--- src/rtl/rf_pkg.sv ---
// -----------------------------------------------------------------------------
// rf_pkg
// Shared definitions for the parametrised register file: the clear-sequencer
// state encoding and the default data/address widths used by the top module
// and its sub-module.
// -----------------------------------------------------------------------------
package rf_pkg;

   // Clear sequencer states: IDLE waits for a CLEAR request, SWEEP zeroes
   // one register per clock until the whole array has been visited.
   typedef enum logic {
      IDLE  = 1'b0,
      SWEEP = 1'b1
   } rf_state_t;

   // Default geometry: an 8-entry array of 8-bit registers.
   localparam int DATA_W_DEF = 8;
   localparam int ADDR_W_DEF = 3;

endpackage : rf_pkg

--- src/rtl/rf_clear_seq.sv ---
// -----------------------------------------------------------------------------
// rf_clear_seq
// Hardware clear sequencer. On a CLEAR request in IDLE it walks an index from
// 0 to DEPTH-1, one entry per clock, telling the register array which entry
// to zero. CLEAR is ignored while a sweep is already running.
//
// Ports:
//   CLK       in   clock, all state changes on the rising edge
//   RESET     in   asynchronous active-low reset
//   CLEAR     in   start-clear request, sampled at the clock edge
//   BUSY      out  sweep in progress
//   CLR_EN    out  zero the entry at CLR_ADDR at the next edge
//   CLR_ADDR  out  entry currently being swept
// -----------------------------------------------------------------------------
module rf_clear_seq
   import rf_pkg::*;
#(
   parameter int ADDR_W = ADDR_W_DEF
)
(
   input  logic              CLK,
   input  logic              RESET,
   input  logic              CLEAR,
   output logic              BUSY,
   output logic              CLR_EN,
   output logic [ADDR_W-1:0] CLR_ADDR
);

   rf_state_t         state;
   rf_state_t         stateNext;
   logic [ADDR_W-1:0] sweepIndex;
   logic [ADDR_W-1:0] sweepIndexNext;

   // State and index register. Reset aborts any sweep in progress and puts
   // the sequencer straight back into IDLE with the index at zero.
   always_ff @(posedge CLK or negedge RESET) begin
      if (!RESET) begin
         state      <= IDLE;
         sweepIndex <= '0;
      end else begin
         state      <= stateNext;
         sweepIndex <= sweepIndexNext;
      end
   end

   // Next-state logic. The sweep ends on the edge that clears the last entry
   // (index all ones); the increment then wraps the index back to zero, so
   // no separate reload is needed on the way out of SWEEP.
   always_comb begin
      stateNext      = state;
      sweepIndexNext = sweepIndex;
      case (state)
         IDLE: begin
            if (CLEAR) begin
               stateNext      = SWEEP;
               sweepIndexNext = '0;
            end
         end
         SWEEP: begin
            sweepIndexNext = sweepIndex + 1'b1;
            if (&sweepIndex) begin
               stateNext = IDLE;
            end
         end
      endcase
   end

   assign BUSY     = (state == SWEEP);
   assign CLR_EN   = (state == SWEEP);
   assign CLR_ADDR = sweepIndex;

endmodule : rf_clear_seq

--- src/rtl/reg_file_param.sv ---
// -----------------------------------------------------------------------------
// reg_file_param
// Parametrised register file for the CPU datapath: two combinational read
// ports, one synchronous write port, optional same-cycle write forwarding,
// optional hard-wired zero register 0, and a hardware clear sweep that zeroes
// the array one entry per cycle.
//
// Parameters:
//   DATA_W   register width (signed two's complement data)
//   ADDR_W   address width, DEPTH = 2**ADDR_W
//   BYPASS   1 = forward an accepted write to matching read ports
//   R0_ZERO  1 = register 0 reads as 0 and ignores writes
//
// Ports:
//   CLK          in   clock
//   RESET        in   asynchronous active-low reset
//   WRITE        in   write enable
//   INADDRESS    in   write address
//   IN           in   write data
//   OUT1ADDRESS  in   read port 1 address
//   OUT2ADDRESS  in   read port 2 address
//   OUT1         out  read port 1 data
//   OUT2         out  read port 2 data
//   CLEAR        in   start-clear request
//   BUSY         out  clear sweep in progress
//   WR_REJECT    out  WRITE asserted while the write cannot be accepted
// -----------------------------------------------------------------------------
module reg_file_param
   import rf_pkg::*;
#(
   parameter int DATA_W  = DATA_W_DEF,
   parameter int ADDR_W  = ADDR_W_DEF,
   parameter int BYPASS  = 1,
   parameter int R0_ZERO = 0
)
(
   input  logic              CLK,
   input  logic              RESET,
   input  logic              WRITE,
   input  logic [ADDR_W-1:0] INADDRESS,
   input  logic [DATA_W-1:0] IN,
   input  logic [ADDR_W-1:0] OUT1ADDRESS,
   input  logic [ADDR_W-1:0] OUT2ADDRESS,
   output logic [DATA_W-1:0] OUT1,
   output logic [DATA_W-1:0] OUT2,
   input  logic              CLEAR,
   output logic              BUSY,
   output logic              WR_REJECT
);

   localparam int DEPTH = 1 << ADDR_W;

   logic [DEPTH-1:0][DATA_W-1:0] regs;
   logic                         busy;
   logic                         clrEn;
   logic [ADDR_W-1:0]            clrAddr;
   logic                         r0Target;
   logic                         writeAccept;
   logic                         writeCommit;

   rf_clear_seq #(
      .ADDR_W   (ADDR_W)
   ) clearSeq (
      .CLK      (CLK),
      .RESET    (RESET),
      .CLEAR    (CLEAR),
      .BUSY     (busy),
      .CLR_EN   (clrEn),
      .CLR_ADDR (clrAddr)
   );

   // A write is accepted whenever no sweep is running. A write aimed at the
   // hard-wired zero register still counts as accepted (no reject), but it
   // never reaches the array and is never forwarded.
   assign r0Target    = (R0_ZERO != 0) && (INADDRESS == '0);
   assign writeAccept = WRITE & ~busy;
   assign writeCommit = writeAccept & ~r0Target;

   // Array update. The sweep and the write port never collide because writes
   // are refused while busy; the sweep is still given priority so the array
   // has exactly one writer per cycle by construction.
   always_ff @(posedge CLK or negedge RESET) begin
      if (!RESET) begin
         regs <= '0;
      end else if (clrEn) begin
         regs[clrAddr] <= '0;
      end else if (writeCommit) begin
         regs[INADDRESS] <= IN;
      end
   end

   // Read port 1. Forwarding only happens for a committed write, which
   // already excludes the sweep and writes to a hard-wired zero register.
   // The zero-register override is applied last so it always wins.
   always_comb begin
      OUT1 = regs[OUT1ADDRESS];
      if ((BYPASS != 0) && writeCommit && (OUT1ADDRESS == INADDRESS)) begin
         OUT1 = IN;
      end
      if ((R0_ZERO != 0) && (OUT1ADDRESS == '0)) begin
         OUT1 = '0;
      end
   end

   // Read port 2, identical behaviour to port 1 on its own address.
   always_comb begin
      OUT2 = regs[OUT2ADDRESS];
      if ((BYPASS != 0) && writeCommit && (OUT2ADDRESS == INADDRESS)) begin
         OUT2 = IN;
      end
      if ((R0_ZERO != 0) && (OUT2ADDRESS == '0)) begin
         OUT2 = '0;
      end
   end

   assign BUSY      = busy;
   assign WR_REJECT = WRITE & busy;

endmodule : reg_file_param

--- config.mk ---
export PLATFORM = sky130hd
export DESIGN_NAME = reg_file_param
export DESIGN_NICKNAME = d
export VERILOG_FILES = /design/src/rtl/rf_pkg.sv /design/src/rtl/rf_clear_seq.sv /design/src/rtl/reg_file_param.sv
export SDC_FILE = /design/constraint.sdc
export NUM_CORES = 1
export LEC_CHECK = 0
export ABC_AREA = 1
export BUFFER_PORTS_ARGS = -buffer_cell sky130_fd_sc_hd__buf_2
export CORE_AREA = 2 2 108 68
export CTS_BUF_LIST = sky130_fd_sc_hd__clkbuf_16
export CTS_CLUSTER_DIAMETER = 120
export CTS_CLUSTER_SIZE = 30
export DETAILED_ROUTE_END_ITERATION = 6
export DIE_AREA = 0 0 110 70
export HOLD_SLACK_MARGIN = 0.12
export PLACE_DENSITY_LB_ADDON = 0.25
export RECOVER_POWER = 50
export SYNTH_ARGS = -nofsm -noshare
export SYNTH_HDL_FRONTEND = slang
export SYNTH_SLANG_ARGS = --single-unit
--- constraint.sdc ---
create_clock -name CLK -period 4.3 [get_ports CLK]
set_input_delay 0.645 -clock CLK [delete_from_list [all_inputs] [get_ports CLK]]
set_output_delay 0.645 -clock CLK [all_outputs]
set_load 0.03 [all_outputs]
Word level (Yosys, flattened, before mapping)
Index checks and enable logic that the tools add are counted.

word-level totals
  input port bits = 21
  register bits after elaboration = 68
  logic and storage cells = 49
  output and inout bits = 18

cells by class
  reduce and logical (&&, ||, !) cells = 6
  muxes and demuxes = 18
  eq/ne operators = 3
  add/subtract/negate cells = 1
  bitwise gates (word level) = 5
  magnitude comparators = 6

operators with widths
  cell                 number
  $mux 64              2
  $and 64x64->64       1
  $bwmux 64            1
  $not 64->64          1
  $bmux 8 s3           2
  $demux 8 s3          2
  $mux 8               6
  $lt 3x4->1 const B   4
  $eq 3x3->1           2
  $ge 3x1->1 const B   2
  $pmux 3 s2           1
  $logic_and 1x1->1    4
  $add 3x1->3 const B  1
  $mux 3               1
  $reduce_and 3->1     1
  $and 1x1->1          2
  $mux 1               2
  $ne 2x2->1 const B   1
  $pmux 1 s2           1
  $reduce_bool 2->1    1
  $not 1->1            1

Longest topological paths before layout
  depth after elaboration = 7
  gate-level depth with buffers = 9

Modules after synthesis
A second synthesis with hierarchy kept.

unflattened totals
  cell total of the unflattened synthesis = 662
  area total of the unflattened synthesis = 4424.2 um^2

modules (own cells, without submodules)
  module          cells each  sequential area each (um^2)  area an instance (um^2)  times used
  reg_file_param  641         1601.5                       4236.6                   1
  rf_clear_seq    21          100.1                        187.7                    1

Worst setup path after synthesis
Ideal clock, no wire load.

  kind = input -> output
  from = input port OUT1ADDRESS[2]
  to = output port OUT1[0]
  path buffers = 1
  data arrival time = 1.695 ns
  stages = 9
  setup slack = 1.960 ns
  cells stage by stage = buf_4 -> clkinv_1 -> nand2_1 -> nand2_1 -> nor2_1 -> nand2_2 -> inv_2 -> nand2_1 -> nand2_1

between the ends
  cells in the longest elaborated chain, start to end = 3

ends and longest elaborated chain
  item                                                                      line                                        text
  start, declared                                                           reg_file_param.sv:42                        input logic [ADDR_W-1:0] OUT1ADDRESS,
  $bmux 8 s3 / $eq 3x3->1 (equally long branches)                           reg_file_param.sv:96, reg_file_param.sv:97
  $mux 8 (not written as such) / $logic_and 1x1->1 (equally long branches)  reg_file_param.sv:96, reg_file_param.sv:97
  $mux 8 (*)                                                                reg_file_param.sv:97                        if ((BYPASS != 0) && writeCommit && (OUT1ADDRESS == INADDRESS)) begin
  end, declared                                                             reg_file_param.sv:44                        output logic [DATA_W-1:0] OUT1,

Every way passes the cells marked *; elsewhere a longest branch is shown, timed or not. The select of a mux whose other input is x is not followed.

Worst setup path in the final report
  from = register clearSeq.state, in the netlist clearSeq.BUSY
  to = output port OUT1[6]

between the ends
  cells in the longest elaborated chain, start to end = 4

ends and longest elaborated chain
  item                    line                  text
  start, declared         rf_clear_seq.sv:29    rf_state_t state;
  start signal, assigned  rf_clear_seq.sv:41    state <= stateNext;
  $not 1->1               --
  $and 1x1->1             reg_file_param.sv:76  assign writeAccept = WRITE & ~busy;
  $logic_and 1x1->1       reg_file_param.sv:97
  $mux 8                  reg_file_param.sv:97

No other way between the ends.

==> results_dict.tcl <==
set metrics [dict create \
    synth_cells 618 \
    ys_seq_elements 68 \
    htreeDepth 3 \
    numPortBuffers 38 \
    cts.path.max_buffers 2 \
    finalClockSkew_ps 8.334 \
    tns_ps 0 \
    antenna_found_initial 0 \
    maxSlewHeadroom -0.5093 \
    leakage_nw 2.475 \
    insertedDiodeCount 0 \
    num_rows 24 \
    synth_area_um2 4183 \
    status "finished with violations" \
    peakVddDrop_v 0.0003949 \
    holdBufCountCts 0 \
    core_um2 6877 \
    clk_latency_ps 330 \
    dieArea_um2 7700 \
    fin_hold_ws_ps 514.5 \
    path_clk_slew_ps 60 \
    drv_cap 1 \
    syn_nets 641 \
    violations "design-rule violations, max-capacitance violations, max-slew violations" \
    place_ws_ps 1409 \
    cp.required_ps 3650 \
    first_pass_iters 7 \
    cts_setup_buffers 0 \
    grt.overflow.total 0 \
    drive_above_1_share 0.1020 \
    setup_ws_ps 1093 \
    cts_tree "done" \
    cts_made_buffers 9 \
    cts_resized 0 \
    yosysSeqAreaShare 0.4068 \
    worst_setup_path_end_kind "primary output" \
    cts-root-buf "clkbuf_16" \
    drt_iter0_markers 744 \
    power_density_nw_per_um2 551.9 \
    hold_path_class "flop to flop" \
    power_w 0.002568 \
    area_growth_pct 11.22 \
    track_usage 0.4032 \
    post-route-drc-count 8 \
    cts_sinks 68 \
    max_freq_mhz 311.8 \
    ioPinCount 39 \
    hold_viol_final 0 \
    post_drt_wl_per_cell_um 19.87 \
    postRouteAntennaNets 0 \
    drt_wl_total_mm 14.66 \
    period_needed_ps 3207 \
    grt_max_degree 39 \
    grt_pass1_wl_mm 22.82 \
    vias 4589 \
    worst_pin_slew_ps 2264 \
    routed_via_density 6.218 \
    crit_type "flop to primary output" \
    grt_pass1_vias 4146 \
    die_w_um 110 \
    final_max_slew_viol_count 39 \
    critical_path_arrival_ps 2560 \
    finalSetupViolCount 0 \
    dp.cells 722 \
    synth_cell_types 20 \
    ys.warnings.count 0 \
    fin_nets 665 \
    place_congestion 1.028 \
    critPathMaxFanout 10 \
    final_cells 738 \
    grt_setup_unrepaired "no" \
    dp_hpwl_mm 9.979 \
    period_share 0.7459 \
    initial_core_util 0.6083 \
    avgSynthCellArea_um2 6.768 \
    dieHeight_um 70 \
    worst_setup_path_start_kind "flop" \
]
## where the power goes
part,total (W),leakage [nW],internal (W),switching [W]
Combinational,0.000893,1.40,0.000253,0.000640
Clock,0.000755,0.150,0.000452,0.000303
Sequential,0.000920,0.930,0.000806,0.000114
Total,0.00257,2.48,0.00151,0.00106
## worst paths after layout
kind | startpoint | endpoint | slack, ps | cells past startpoint
max reg2reg | clearSeq.BUSY | regs[3] | 1820 | 4
min | regs[31] | regs[31] | 510 | 2
max in group asynchronous | RESET | regs[10] | 1570 | 2
max | clearSeq.BUSY | OUT1[6] | 1090 | 8
min in group asynchronous | RESET | regs[52] | 980 | 1
min reg2reg | regs[31] | regs[31] | 510 | 2
## layout by cell type, fill, tap and decap left out
cell,count
inv_6,1
ha_1,2
inv_1,83
clkinv_2,2
nor2_1,12
nand2_2,2
nand3_1,140
inv_2,4
buf_4,3
dfrtp_1,68
clkinv_4,3
clkinv_1,2
nand4_2,3
buf_2,37
o21ai_0,37
clkbuf_16,9
o22ai_1,32
nand4_1,5
nand2_1,198
a21oi_1,1
clkbuf_2,1
clkbuf_1,1
bufinv_16,1
## cells in the mapped netlist
master	n	area share
inv_1	83	0.074
buf_2	12	0.014
nand2_2	2	0.0030
clkinv_1	2	0.0018
nor2_1	11	0.0099
buf_4	2	0.0036
nand2_1	198	0.18
nand4_1	4	0.0060
buf_6	1	0.0027
buf_1	2	0.0018
nor2_8	1	0.0048
o22ai_1	32	0.048
nand4_2	4	0.012
clkbuf_1	12	0.011
o21ai_0	37	0.044
dfrtp_1	68	0.41
a21oi_1	1	0.0012
nand3_1	140	0.17
ha_1	2	0.0060
inv_2	4	0.0036
## layer usage
| metal | GRT usage | up-vias | wire length, um |
|---|---|---|---|
| li1 | - | 2059 | - |
| met1 | 0.6032 | 2079 | 5881 |
| met2 | 0.5147 | 412 | 5878 |
| met3 | 0.1951 | 39 | 2608 |
| met4 | 0.1055 | 0 | 292 |
| met5 | 0 | - | 0 |
## flip-flops by register name, summed over array words and instances, names as in the netlist
signal             cells
clearSeq.BUSY          1
clearSeq.CLR_ADDR      3
regs                  64
## logic make-up (layout without fill, tap and decap cells)
family                     Yosys count  after routing  share of synthesized area
and+or+nand+nor                    360            360                     0.3808
adders and majority gates            2              2                   0.005982
AOI/OAI and AO/OA                   70             70                    0.09333
DFF                                 68             68                     0.4068
buffers and inverters              118            147                     0.1131
## cell type report
class	count	area, um^2
multi-input cells	432	1986
clock buffers	9	225.2
clock inverters	7	75.07
repair buffers	42	216.5
fillers	590	2225
well taps	91	113.9
inverters	89	334.1
flip-flops and latches	68	1702
## critical path: stages, from the launching register on
cell and delay (ps):
dfrtp_1 490, nor2_1 700, nand2_1 100, nor2_1 180, nand2_2 180, inv_2 210, nand2_1 80, nand2_1 90
buf_2 200
## metrics by stage
stage / instance area, um^2 / utilization
2_1_floorplan: 4183 / -
3_3_place_gp: 4378 / 0.6366
3_5_place_dp: 4378 / 0.6366
4_1_cts: 4678 / 0.6803
5_1_grt: 4652 / 0.6765
6_report: 4652 / 0.6765
(Power assumes the default switching activity.)
